`config.mk`:
```
export PLATFORM = sky130hd
export DESIGN_NAME = seq_detect_param_flat
export DESIGN_NICKNAME = d
export VERILOG_FILES = /design/src/rtl/seq_det_pkg.sv /design/src/rtl/seq_detect_param_if.sv /design/src/rtl/seq_detect_param_sat_counter.sv /design/src/rtl/seq_detect_param.sv /design/src/flat_wrapper.sv
export SDC_FILE = /design/constraint.sdc
export NUM_CORES = 1
export LEC_CHECK = 0
export CORE_MARGIN = 8
export CORE_UTILIZATION = 49
export DETAILED_ROUTE_END_ITERATION = 8
export PLACE_DENSITY = 0.8
export SYNTH_ARGS = -nofsm -noshare
export SYNTH_HDL_FRONTEND = slang
export SYNTH_HIERARCHICAL = 1
export SYNTH_SLANG_ARGS = --single-unit
```
`constraint.sdc`:
```
create_clock -name clk -period 2.4 [get_ports clk]
set_input_delay 0.24 -clock clk [delete_from_list [all_inputs] [get_ports clk]]
set_output_delay 0.24 -clock clk [all_outputs]
set_load 0.05 [all_outputs]
```
`src/rtl/seq_det_pkg.sv`:
```
// Shared constants and helpers for the parametrised serial pattern detector.
// The state is carried by the fill counter; FILL/ARMED name its two regions.
package seq_det_pkg;

   localparam logic [4:0] PAT_DEFAULT_5 = 5'b10001;

   typedef enum logic {
      FILL  = 1'b0,
      ARMED = 1'b1
   } state_t;

   function automatic int fill_w(input int pat_len);
      return $clog2(pat_len + 1);
   endfunction

endpackage

```
`src/rtl/seq_detect_param_if.sv`:
```
// Detector control/data bundle; master drives the serial line and config, slave is the detector.
interface seq_detect_param_if #(
   parameter int PAT_LEN = 5,
   parameter int CNT_W   = 8
);
   logic               en;
   logic               din_valid;
   logic               din;
   logic               overlap;
   logic               pat_load;
   logic [PAT_LEN-1:0] pat_in;
   logic [PAT_LEN-1:0] mask_in;
   logic               cnt_clr;
   logic               dout;
   logic [CNT_W-1:0]   match_cnt;
   logic               cnt_sat;
   logic               armed;

   modport master (
      output en, din_valid, din, overlap, pat_load, pat_in, mask_in, cnt_clr,
      input  dout, match_cnt, cnt_sat, armed
   );

   modport slave (
      input  en, din_valid, din, overlap, pat_load, pat_in, mask_in, cnt_clr,
      output dout, match_cnt, cnt_sat, armed
   );
endinterface

```
`src/rtl/seq_detect_param_sat_counter.sv`:
```
// Saturating up-counter with registered saturation flag; clr_cnt with inc lands on 1.
// Latency 1; never wraps.
module sat_counter #(
   parameter int W = 8
) (
   input  logic         clk,
   input  logic         clr,
   input  logic         inc,
   input  logic         clr_cnt,
   output logic [W-1:0] q,
   output logic         sat
);
   localparam logic [W-1:0] MAX = '1;

   logic [W-1:0] q_n;
   logic         sat_n;

   always_comb begin
      q_n = q;
      if (clr_cnt) begin
         q_n = inc ? W'(1) : '0;
      end else if (inc && (q != MAX)) begin
         q_n = q + W'(1);
      end
      sat_n = (q_n == MAX);
   end

   always_ff @(posedge clk) begin
      if (clr) begin
         q   <= '0;
         sat <= 1'b0;
      end else begin
         q   <= q_n;
         sat <= sat_n;
      end
   end

endmodule

```
`src/rtl/seq_detect_param.sv`:
```
// Serial bit-pattern detector with loadable pattern/mask, overlap control and match counter.
// Moore output: dout rises the cycle after the matching bit is consumed; all outputs registered.
module seq_detect_param
   import seq_det_pkg::*;
#(
   parameter int               PAT_LEN     = 5,
   parameter logic [PAT_LEN-1:0] PAT_DEFAULT = PAT_LEN'(PAT_DEFAULT_5),
   parameter int               CNT_W       = 8
) (
   input logic                clk,
   input logic                clr,
   seq_detect_param_if.slave  bus
);
   localparam int             FW   = fill_w(PAT_LEN);
   localparam logic [FW-1:0]  FULL = FW'(PAT_LEN);

   logic [PAT_LEN-1:0] pattern_q, pattern_n;
   logic [PAT_LEN-1:0] mask_q, mask_n;
   logic [PAT_LEN-1:0] hist_q, hist_n, hist_sh;
   logic [FW-1:0]      fill_q, fill_n, fill_sh;
   state_t             state_q, state_n;
   logic               dout_q, dout_n;
   logic               hit;

   always_ff @(posedge clk) begin
      if (clr) begin
         pattern_q <= PAT_DEFAULT;
         mask_q    <= '0;
         hist_q    <= '0;
         fill_q    <= '0;
         state_q   <= FILL;
         dout_q    <= 1'b0;
      end else begin
         pattern_q <= pattern_n;
         mask_q    <= mask_n;
         hist_q    <= hist_n;
         fill_q    <= fill_n;
         state_q   <= state_n;
         dout_q    <= dout_n;
      end
   end

   always_comb begin
      pattern_n = pattern_q;
      mask_n    = mask_q;
      hist_n    = hist_q;
      fill_n    = fill_q;
      dout_n    = 1'b0;
      hit       = 1'b0;
      hist_sh   = {hist_q[PAT_LEN-2:0], bus.din};
      fill_sh   = (fill_q == FULL) ? FULL : fill_q + FW'(1);

      // A load restarts history; any bit offered alongside it is discarded.
      if (bus.pat_load) begin
         pattern_n = bus.pat_in;
         mask_n    = bus.mask_in;
         hist_n    = '0;
         fill_n    = '0;
      end else if (bus.en && bus.din_valid) begin
         hist_n = hist_sh;
         fill_n = fill_sh;
         if ((fill_sh == FULL) && (((hist_sh ^ pattern_q) & ~mask_q) == '0)) begin
            hit    = 1'b1;
            dout_n = 1'b1;
            if (!bus.overlap) begin
               fill_n = '0;
            end
         end
      end

      state_n = (fill_n == FULL) ? ARMED : FILL;
   end

   sat_counter #(.W(CNT_W)) u_match_cnt (
      .clk     (clk),
      .clr     (clr),
      .inc     (hit),
      .clr_cnt (bus.cnt_clr),
      .q       (bus.match_cnt),
      .sat     (bus.cnt_sat)
   );

   assign bus.dout  = dout_q;
   assign bus.armed = (state_q == ARMED);

endmodule

```
`src/flat_wrapper.sv`:
```
// flat-port wrapper written by rule: the top's interface ports become plain ports
module seq_detect_param_flat import seq_det_pkg::*;
#(
   parameter int               PAT_LEN     = 5,
   parameter logic [PAT_LEN-1:0] PAT_DEFAULT = PAT_LEN'(PAT_DEFAULT_5),
   parameter int               CNT_W       = 8
)
  (clk, clr, bus_en, bus_din_valid, bus_din, bus_overlap, bus_pat_load, bus_pat_in, bus_mask_in, bus_cnt_clr, bus_dout, bus_match_cnt, bus_cnt_sat, bus_armed);
  seq_detect_param_if #(.PAT_LEN(PAT_LEN), .CNT_W(CNT_W)) bus_i ();
  input logic clk;
  input logic clr;
  input wire logic [$bits(bus_i.en)-1:0] bus_en;
  input wire logic [$bits(bus_i.din_valid)-1:0] bus_din_valid;
  input wire logic [$bits(bus_i.din)-1:0] bus_din;
  input wire logic [$bits(bus_i.overlap)-1:0] bus_overlap;
  input wire logic [$bits(bus_i.pat_load)-1:0] bus_pat_load;
  input wire logic [$bits(bus_i.pat_in)-1:0] bus_pat_in;
  input wire logic [$bits(bus_i.mask_in)-1:0] bus_mask_in;
  input wire logic [$bits(bus_i.cnt_clr)-1:0] bus_cnt_clr;
  output wire logic [$bits(bus_i.dout)-1:0] bus_dout;
  output wire logic [$bits(bus_i.match_cnt)-1:0] bus_match_cnt;
  output wire logic [$bits(bus_i.cnt_sat)-1:0] bus_cnt_sat;
  output wire logic [$bits(bus_i.armed)-1:0] bus_armed;
  assign bus_i.en = bus_en;
  assign bus_i.din_valid = bus_din_valid;
  assign bus_i.din = bus_din;
  assign bus_i.overlap = bus_overlap;
  assign bus_i.pat_load = bus_pat_load;
  assign bus_i.pat_in = bus_pat_in;
  assign bus_i.mask_in = bus_mask_in;
  assign bus_i.cnt_clr = bus_cnt_clr;
  assign bus_dout = bus_i.dout;
  assign bus_match_cnt = bus_i.match_cnt;
  assign bus_cnt_sat = bus_i.cnt_sat;
  assign bus_armed = bus_i.armed;
  seq_detect_param #(.PAT_LEN(PAT_LEN), .PAT_DEFAULT(PAT_DEFAULT), .CNT_W(CNT_W)) u_core (.clk(clk), .clr(clr), .bus(bus_i));
endmodule
```
==> qor.yml, run 1 <==
final_util_pct: 65.46
dieArea_mm2: 0.004647
synth-warning-count: 6
final_nets: 209
areaGrowthSynthToFinish_pct: 30.68
slew_headroom_pct: 66.46
slowest_stage: "a222oi_1"
clk_latency_ps: 320
synth-seq-cells: 28
slew_violations: 0
cp-start-kind: "register"
clk_pin_slew_ps: 140
finalSetupViolCount: 0
synth_fp_nets: 169
n_fill_cell: 223
worst-path-max-fanout: 6
critPathTopFamily: "simple AND/OR/NAND/NOR gates"
max_freq_mhz: 451.7
synth_area_mm2: 0.001334
clock_sinks: 28
fp.dieW_um: 68.17
cts_buffers: 3
crit_required_ps: 2610
async_reset_ff_share_pct: 0
powerDensity_mw_per_mm2: 435.7
slowest_delay_ps: 370
cts_tree: "done"
final_antenna_net_count: 0
die_h_um: 68.17
postPlaceCellArea_mm2: 0.001719
cts-root-buf: "clkbuf_4"
min_period_ps: 2214
tightest_slew_ps: 501.5
cts_buffer_depth: 2
portBuffers: 28
yosysSeqAreaShare_pct: 42.03
drtPass1Iterations: 4
worst-path-buf-inv: 1
dr_total_vias: 1275
drive_above_1_share_pct: 13.30
start_util_pct: 50.09
synth.distinct_cells: 40
io_pins: 29
status: "finished, final reports clean"
vdd_drop_max_mv: 0.3904
layout_common_cells: "clkdlybuf4s50_1, dfxtp_1, nor2_1"
regToRegSetupSlack_ps: 190
ys.flop_type: "dfxtp_1"
drt_iter0_markers: 103
core_area_mm2: 0.002663
hpwl_um: 2500
synth_edf_count: 0
maxCapViolCount: 0
post-place-cells: 216
grt_usage_pct: 14.23
path_cells: "xor2_1 -> a222oi_1 -> and3_2 -> nand4_1 -> buf_4 -> nor4_1 -> nand4bb_1 -> a2111oi_2"
routed_wl_um: 3197
instances_no_fill: 219
gp_congestion: 0.9017
grt.overflow.total: 0
antenna_found_initial: 0
final_area_mm2: 0.001743
viasPerCell: 5.822
worstHoldPathType: "register to register"
wire_per_inst_um: 14.60
hold_violations: 0
drc: 0
pre_cts_slack_ps: -62.66
htree_levels: 1
avgSynthCellArea_um2: 8.892
p_leak_nw: 0.6599
critical_path_arrival_ps: 2430
syn_inst: 150
min_period_over_period_pct: 92.24
critPathKind: "register to register"
critPathCaptureType: "register"
finClkSkew_ps: 2.419
ctsHoldBuffers: 0
setup_slack_ps: 186.3
grt_pass1_wl_um: 5133
grt_max_degree: 16
fp-row-count: 19
diodes: 0
grt_pass1_vias: 1219
==> registers in the layout (all words and copies together) (netlist names) <==
signal	count
u_core/u_match_cnt/q	8
u_core/mask_q	5
u_core/pattern_q	5
u_core/hist_q	4
u_core/fill_q	3
u_core/bus.armed	1
u_core/bus.dout	1
u_core/u_match_cnt/sat	1
==> worst min-delay path, delay by kind of cell, from the launching register on <==
family	cells	cell delay (ps)
DFF	1	350
and+or+nand+nor	1	60
AOI/OAI and AO/OA	1	50
==> area by class of cell <==
type,instances,area (µm²),share of cell area (%)
clock buffers,3,22.52,1.292
repair buffers,42,385.4,22.11
flip-flops and latches,28,560.5,32.16
multi-input cells,109,713.2,40.92
inverters,6,22.52,1.292
well taps,31,38.79,2.225
==> metal layers <==
metal	vias up	track usage [%]	wire (µm)
met5	-	0	0
met4	0	6.905	51
met3	6	3.273	243
met2	59	25.44	1609
met1	598	15.44	1293
li1	612	-	-
==> stage by stage <==
stage / total power, mW / hold WS (ps) / setup TNS, ps
after floorplan: 0.5373 / 309.1 / 0
after global placement: 0.5774 / 469.8 / 0
after detailed placement: 0.5805 / 469.3 / -86.39
after CTS: 0.7719 / 488.7 / 0
after global routing: 0.7988 / 489.4 / -15.79
final: 0.7593 / 486.2 / 0
==> path summary, 6_finish.rpt <==
path,from,to,depth (start not counted)
setup / recovery,u_core/hist_q[1],u_core/u_match_cnt/sat,8
hold / removal,u_core/hist_q[3],u_core/hist_q[3],2
setup reg to reg,u_core/hist_q[1],u_core/u_match_cnt/sat,8
hold reg to reg,u_core/hist_q[3],u_core/hist_q[3],2
==> synthesized netlist by cell type (3+ instances only) <==
cell     instances  area share [%]
a21oi_1         12             4.5
and3_1           5             2.3
buf_2            4             1.5
dfxtp_1         28              42
inv_1            6             1.7
mux2i_1         10             7.5
nand2_1          8             2.3
nand3_1          9             3.4
nand4_1          5             2.3
nor2_1          15             4.2
nor2b_1          3             1.4
nor4_2           3             2.8
o21ai_0          7             2.6
xor2_1           4             2.6
==> where the power goes <==
group	leakage [nW]	total [mW]	internal, mW	switching (mW)
clock	0.0138	0.189	0.0589	0.130
sequential	0.228	0.483	0.476	0.00679
combinational	0.418	0.0869	0.0507	0.0362
==> cell families (layout without fill, tap and decap cells) <==
kind of cell,after synthesis,count (layout),synth area share (%)
flops,28,28,42.03
simple gates,65,65,28.43
fa+ha+maj,1,1,0.9379
mux,10,10,7.505
xor+xnor,6,6,3.940
buf+inv,13,51,4.597
compound gates,27,27,12.57
==> what timing repair did <==
action,CTS,global route
gates resized for setup,0,1
endpoints found under the setup margin,0,2
setup buffers,0,0
(Power assumes the default switching activity.)
==> run 2: changes to the inputs <==
Settings changed: MAX_ROUTING_LAYER set to met4, SKIP_CTS_REPAIR_TIMING set to 1.
==> run 2 against run 1 <==
Total power is 5.6% higher. Via count is 0.78% higher. Critical path depth stayed put. Clock-buffer cell count is 1 higher. Final cell count is 0.91% higher. Critical endpoint unchanged. Largest power group unchanged.
==> qor.yml, run 2 (synthesis gave the netlist of run 1 again) <==
portBuffers: 28  # unchanged
r2r-start: "u_core/hist_q[1]"
cts_buffer_depth: 2  # unchanged
max_freq_mhz: 448.4  # -0.73%
powerDensity_mw_per_mm2: 454.5  # +4.3%
grt_usage_pct: 15.13  # +0.90 points
clk_latency_ps: 330  # about the same
drive_above_1_share_pct: 14.21  # +0.91 points
wire_per_inst_um: 14.86  # +1.8%
min-delay-start: "u_core/hist_q[3]"
vdd_drop_max_mv: 0.4075  # +4.4%
final_nets: 210  # +0.48%
grt.overflow.total: 0  # unchanged
finClkSkew_ps: 9.535  # +7.116 ps
io_pins: 29  # unchanged
dieArea_mm2: 0.004647  # unchanged
clk_pin_slew_ps: 150  # about the same
tightest_slew_ps: 501.2  # -0.3152 ps
die_h_um: 68.17  # unchanged
antenna_found_initial: 0  # unchanged
fp-row-count: 19  # unchanged
critPathKind: "register to register"
p_leak_nw: 0.6725  # +1.9%
htree_levels: 1  # unchanged
status: "finished, final reports clean"
rsz0062_at_grt: "false"
finalSetupTns_ps: 0  # unchanged
min_period_ps: 2230  # +16.24 ps
r2r_end: "u_core/u_match_cnt/sat"
cts_buffers: 3  # unchanged
crit_required_ps: 2620  # about the same
min_period_over_period_pct: 92.92  # +0.68 points
areaGrowthSynthToFinish_pct: 32.27
grt_pass1_vias: 1271  # +4.3%
top_register: "u_core/u_match_cnt/q"
worst-path-max-fanout: 6  # unchanged
min_path_cells: 2  # unchanged
drtPass1Iterations: 4  # unchanged
cp-start-kind: "register"
finalSetupViolCount: 0  # unchanged
fp.dieW_um: 68.17  # unchanged
final_util_pct: 66.26  # +0.80 points
hpwl_um: 2597  # +3.9%
grt_max_degree: 16  # unchanged
routed_wl_um: 3284  # +2.7%
cts-root-buf: "clkbuf_4"
drt_iter0_markers: 74  # -28%
diodes: 0  # unchanged
slew_headroom_pct: 66.48  # about the same
viasPerCell: 5.814  # -0.13%
slew_violations: 0  # unchanged
dr_total_vias: 1285  # +0.78%
cts_tree: "done"
gp_congestion: 0.9054  # +0.41%
clock_sinks: 28  # unchanged
regToRegSetupSlack_ps: 170  # -20 ps
worstHoldPathType: "register to register"
critPathCaptureType: "register"
critical_path_arrival_ps: 2450  # +20 ps
hold_violations: 0  # unchanged
hold_end: "u_core/hist_q[3]"
start_util_pct: 50.09  # unchanged
core_area_mm2: 0.002663  # unchanged
grt_pass1_wl_um: 5347  # +4.2%
drc: 0  # unchanged
layout_common_cells: "clkdlybuf4s50_1, dfxtp_1, nor2_1, buf_4, a21oi_1"
maxCapViolCount: 0  # unchanged
final_antenna_net_count: 0  # unchanged
ff2ff_path_depth: 8  # unchanged
reg.largest.list: "u_core/u_match_cnt/q x8, u_core/mask_q x5, u_core/pattern_q x5"
largest_reg_flops: 8  # unchanged
## run 2: cell types whose count changed in the layout (fill, tap and decap cells not counted), sizes merged
cell	before	now
buf	14	15
clkbuf	3	4
## run 2: layout make-up
class / count / area, µm²
clock buffer: 4 / 36.28
inverter: 6 / 22.52
fill: 235 / 898.4
tap: 31 / 38.79
timing repair buffer: 43 / 392.9
multi-input combinational: 109 / 713.2
sequential: 28 / 560.5
## run 2: metrics by stage
| step | hold WS, ps | power (mW) | area, µm² | worst slack [ps] | instances |
|---|---|---|---|---|---|
| 6_report | 498.1 | 0.8019 | 1764 | 170.0 | 221 |
| 5_1_grt | 509.5 | 0.8352 | 1764 | 6.908 | 221 |
| 4_1_cts | 495.0 | 0.8086 | 1763 | 123.2 | 221 |
| 3_5_place_dp | 475.7 | 0.5822 | 1727 | -139.3 | 217 |
| 3_3_place_gp | 466.5 | 0.5776 | 1727 | -1.581 | 217 |
| 2_1_floorplan | 309.1 | 0.5373 | 1334 | 303.1 | 150 |
## run 2: critical path, cell delays in order (launching register included)
cell	delay, ps
dfxtp_1	370
xor2_1	170
a222oi_1	400
and3_2	320
nand4_1	170
buf_4	190
nor4_1	240
nand4bb_1	200
a2111oi_2	60
## run 2: worst max path at each step
stage | startpoint | to | cells after the start
final | u_core/hist_q[1] | u_core/u_match_cnt/sat | 8
after global routing | u_core/hist_q[1] | u_core/u_match_cnt/sat | 7
after CTS | u_core/hist_q[1] | u_core/u_match_cnt/sat | 8
after detailed placement | bus_din | u_core/u_match_cnt/sat | 9
after global placement | bus_din | u_core/u_match_cnt/sat | 9
after floorplan | u_core/hist_q[1] | u_core/u_match_cnt/sat | 6
## run 2: layer usage
layer	wire length [µm]	vias up	global-route usage, %
li1	-	621	-
met1	1416	613	16.06
met2	1633	43	26.73
met3	182	8	2.782
met4	51	0	6.650
met5	0	-	-
## run 2: power by group
group	leakage (nW)	total (mW)	internal (mW)	switching, mW
Sequential	0.228	0.484	0.477	0.00704
Combinational	0.424	0.0887	0.0508	0.0379
Clock	0.0210	0.230	0.0928	0.137
